<file path="src/rtl/fpu_normalizer.sv">
// Post-arithmetic normalizer for the binary32 FPU back end: moves the leading one
// into bit 23, adjusts the biased exponent, and flags overflow or flush-to-zero.
module fpu_normalizer (
    input  logic        clk,
    input  logic        rst_n,
    input  logic        in_valid,
    input  logic [23:0] mantissa,
    input  logic [7:0]  exponent,
    output logic        out_valid,
    output logic [22:0] normalized_mantissa,
    output logic [7:0]  normalized_exponent,
    output logic        overflow_underflow_flag
);

    logic [23:0] mant_q;
    logic [7:0]  exp_q;
    logic        valid_q;

    logic [4:0]  lz;
    logic [8:0]  exp_diff;
    logic [23:0] shifted;

    // Inputs are captured only on valid cycles, so the outputs hold between samples.
    always_ff @(posedge clk or negedge rst_n) begin
        if (!rst_n) begin
            mant_q  <= '0;
            exp_q   <= '0;
            valid_q <= 1'b0;
        end else begin
            valid_q <= in_valid;
            if (in_valid) begin
                mant_q <= mantissa;
                exp_q  <= exponent;
            end
        end
    end

    always_comb begin
        lz = 5'd24;
        for (int i = 0; i < 24; i++) begin
            if (mant_q[i]) begin
                lz = 5'(23 - i);
            end
        end
    end

    // A borrow or a zero difference both mean the result exponent would be <= 0.
    assign exp_diff = {1'b0, exp_q} - {4'b0000, lz};
    assign shifted  = mant_q << lz;

    always_comb begin
        normalized_mantissa     = '0;
        normalized_exponent     = '0;
        overflow_underflow_flag = 1'b0;
        if (exp_q == 8'hFF) begin
            normalized_exponent     = 8'hFF;
            overflow_underflow_flag = 1'b1;
        end else if (mant_q == 24'd0) begin
            overflow_underflow_flag = 1'b0;
        end else if (exp_diff[8] || (exp_diff == 9'd0)) begin
            overflow_underflow_flag = 1'b1;
        end else begin
            normalized_mantissa = shifted[22:0];
            normalized_exponent = exp_diff[7:0];
        end
    end

    assign out_valid = valid_q;

endmodule

</file>
<file path="config.mk">
export PLATFORM = sky130hd
export DESIGN_NAME = fpu_normalizer
export DESIGN_NICKNAME = d
export VERILOG_FILES = /design/src/rtl/fpu_normalizer.sv
export SDC_FILE = /design/constraint.sdc
export NUM_CORES = 1
export LEC_CHECK = 0
export CORE_UTILIZATION = 50
export CTS_CLUSTER_SIZE = 28
export DETAILED_ROUTE_END_ITERATION = 16
export GPL_TIMING_DRIVEN = 0
export MAX_ROUTING_LAYER = met4
export PLACE_DENSITY = 0.83
export SKIP_LAST_GASP = 1
export SYNTH_ARGS = -nofsm -noshare
export SYNTH_HDL_FRONTEND = slang
export SYNTH_SLANG_ARGS = --single-unit
</file>
<file path="constraint.sdc">
create_clock -name clk -period 5.65 [get_ports clk]
set_input_delay 0.8475 -clock clk [delete_from_list [all_inputs] [get_ports clk]]
set_output_delay 0.8475 -clock clk [all_outputs]
set_load 0.02 [all_outputs]
</file>
==> metrics.md <==
| Metric | Value |
|---|---|
| Via count | 3,321 |
| Critical Path RT | 4.80 ns |
| Critical path class | flop to output port |
| Count of final setup violators | 0 |
| Largest net degree at the start of global routing | 34 |
| F_max | 184 MHz |
| Main synth FF type | dfrtp_1 |
| Final-report hold violation count | 0 |
| Initial DRC count | 231 |
| Die X-Extent | 79.4 um |
| # hold bufs at CTS | 0 |
| DR WL met3 | 536 um |
| Area Overhead vs Synth | 32.5% |
| DRC viols | 0 |
| Top sig layer | met4 |
| RSZ-0062 raised after global routing | yes |
| Post-synthesis instance area | 2990 um2 |
| Drt pass-1 iters | 7 |
| Leakage power | 1.70 nW |
| Post-route cell area | 3970 um2 |
| First-pass GRT wire length | 16,000 um |
| Final Hold Slack | 0.577 ns |
| Initial Utilization | 0.530 |
| Final net count | 491 |
| CTS tree | built |
| Mapped Nets | 415 |
| Gate Count Post-Synth | 373 |
| Max Buffers Root-to-Sink | 2 |
| Setup TNS | 0 ns |
| Fillers | 469 |
| Synth Register Bits | 33 |
| Arrival @ worst endpoint | 4.60 ns |
| Period utilisation layout | 0.964 |
| Clock Latency Late Sink | 0.28 ns |
| Crit path launch type | flop |
| CP peak stage delay | 0.39 ns |
| DIE AREA | 6300 um2 |
| Power per Cell Area | 260 nW/um2 |
| Multi-input logic area | 2090 um2 |
| GRT Util Overall | 0.340 |
| Sequential area share after synthesis | 0.276 |
| CP max stage cell | a2111oi_1 |
| Vias/cell | 6.37 |
| Worst min-delay path class | flop to flop |
| Yosys cell types | 56 |
| Cell Rows | 27 |
| Seq. cell area | 827 um2 |
| Antenna cells | 0 |
| DP Area | 3750 um2 |
| Post-synth EDFFs | 0 |
| Most frequent cells in the layout | 42 x nand2_1, 42 x clkdlybuf4s50_1, 33 x nor2_1 |
| Port Buffer Count | 67 |
| CTS sink cnt | 33 |
| Slew headroom | 0.507 |
| Wirelength per Cell | 18.8 um |
| YS warnings | 0 |
| Max cap viols | 0 |
| Slew @ Worst Pin | 0.740 ns |
| Final core utilization | 0.703 |
| Root Buffer | clkbuf_8 |
| Final WL | 9820 um |
| Setup Skew | 0 ns |
| Die Height | 79.4 um |
| Peak supply drop | 293 uV |
| Dpl ws | -0.462 ns |
| Grt ovf | 0 |
| Async set or reset register ratio after synthesis | 1.00 |
| Crit-path cells | buf_2 -> nand2b_4 -> a2111oi_1 -> o221ai_1 -> a21o_1 -> buf_6 -> clkinv_4 -> buf_6 -> ha_1 -> fa_1 -> nor2b_1 -> o31a_1 -> a31oi_1 -> nor4_2 -> a21oi_2 -> o21ai_2 -> nand2b_2 -> a31oi_1 -> dlygate4sd2_1 |
| Met1 Wirelength | 4360 um |
| Core area | 5640 um2 |
| Final min period | 5.45 ns |
| Clock-pin slew on the worst setup and hold paths | 0.06 ns |
| Initial antenna violation count | 0 |
| Status | finished clean |
| H-tree levels | 2 |
| TritonCTS Buffers | 5 |
| Max-slew violation count | 0 |
| Final worst setup slack | 0.201 ns |
| Ports | 68 |
| Setup crit end kind | output port |
| Vias in the first global route | 3,140 |
| Placer Congestion | 0.948 |
| Synth Area per Inst | 8.02 um2 |
| Detailed Place HPWL | 7520 um |
| Wire length on met2 | 4740 um |
| Critical path fanouts, max | 11 |
| Routed Antenna Nets | 0 |
| Layout cell share with drive strength beyond 1 | 0.154 |
==> kinds of logic after synthesis <==
group / synth area share
buffers and inverters: 0.0556
adder cells (fa/ha/maj): 0.0318
AO/OA/AOI/OAI: 0.263
flip-flops: 0.276
XOR/XNOR: 0.00878
AND/OR/NAND/NOR: 0.204
multiplexers: 0.161
==> path summary, 6_finish.rpt <==
| path | startpoint | end | slack [ns] | cells after the start |
|---|---|---|---|---|
| setup / recovery | mant_q[1] | normalized_mantissa[17] | 0.20 | 19 |
| hold / removal | exp_q[2] | exp_q[2] | 0.58 | 1 |
| setup reg to reg | exp_q[6] | exp_q[6] | 4.60 | 2 |
| hold reg to reg | exp_q[2] | exp_q[2] | 0.58 | 1 |
| max in group asynchronous | rst_n | mant_q[22] | 4.51 | 1 |
| min in group asynchronous | rst_n | mant_q[1] | 0.63 | 1 |
==> cell usage after synthesis, types with 4 or more instances <==
| cell type | number | area, um2 |
|---|---|---|
| o211ai_1 | 10 | 75.1 |
| nor4_1 | 11 | 68.8 |
| inv_1 | 14 | 52.6 |
| clkbuf_1 | 15 | 56.3 |
| a22oi_1 | 6 | 45.0 |
| nand3_1 | 6 | 30.0 |
| nor3_1 | 11 | 55.1 |
| nor2_1 | 34 | 128 |
| a211oi_1 | 9 | 67.6 |
| nand4_1 | 4 | 25.0 |
| mux2_2 | 22 | 248 |
| dfrtp_1 | 33 | 826 |
| a21oi_1 | 17 | 85.1 |
| a221oi_1 | 5 | 43.8 |
| nand2_1 | 43 | 161 |
| ha_1 | 6 | 75.1 |
| a31oi_1 | 10 | 62.6 |
| o21ai_0 | 31 | 155 |
| nor2b_1 | 5 | 31.3 |
| mux2i_1 | 21 | 210 |
==> critical path, delay by kind of cell (launching register included) <==
kind	cells	cell delay [ns]
buffers and inverters	5	0.92
AO/OA/AOI/OAI	8	1.98
adder cells (fa/ha/maj)	2	0.41
AND/OR/NAND/NOR	4	0.62
flip-flops	1	0.38
==> sequential cells by signal (all words and copies together) (netlist names) <==
| name | count |
|---|---|
| mant_q | 24 |
| out_valid | 1 |
| exp_q | 8 |
==> repair_timing <==
| item | CTS | global route |
|---|---|---|
| pin swaps | 1 | 3 |
| setup buffers | 0 | 5 |
| endpoints found under the setup margin | 31 | 32 |
| gates resized for setup | 23 | 42 |
==> per-layer routing <==
layer / vias up / GRT usage
li1: 1554 / -
met2: 168 / 0.538
met5: - / -
met1: 1579 / 0.455
met4: 0 / 0.113
met3: 20 / 0.0356
==> power breakdown <==
group / switching (W) / internal, W / total [W]
clock: 0.0000781 / 0.0000965 / 0.000175
combinational: 0.000314 / 0.000244 / 0.000558
sequential: 0.0000404 / 0.000259 / 0.000299
==> metrics by stage <==
stage                     power (W)  std cells
after CTS                   0.00103        517
after global routing        0.00109        521
after global placement     0.000845        512
final                       0.00103        521
after floorplan            0.000632        373
after detailed placement   0.000854        512
==> cell type report <==
cell class / instances / area share
inverter: 16 / 0.0164
buffer: 19 / 0.0237
clock buffer: 7 / 0.0218
sequential: 33 / 0.209
timing repair buffer: 72 / 0.179
tap: 72 / 0.0227
multi-input combinational: 302 / 0.528
Power figures use the tool's default switching activity.
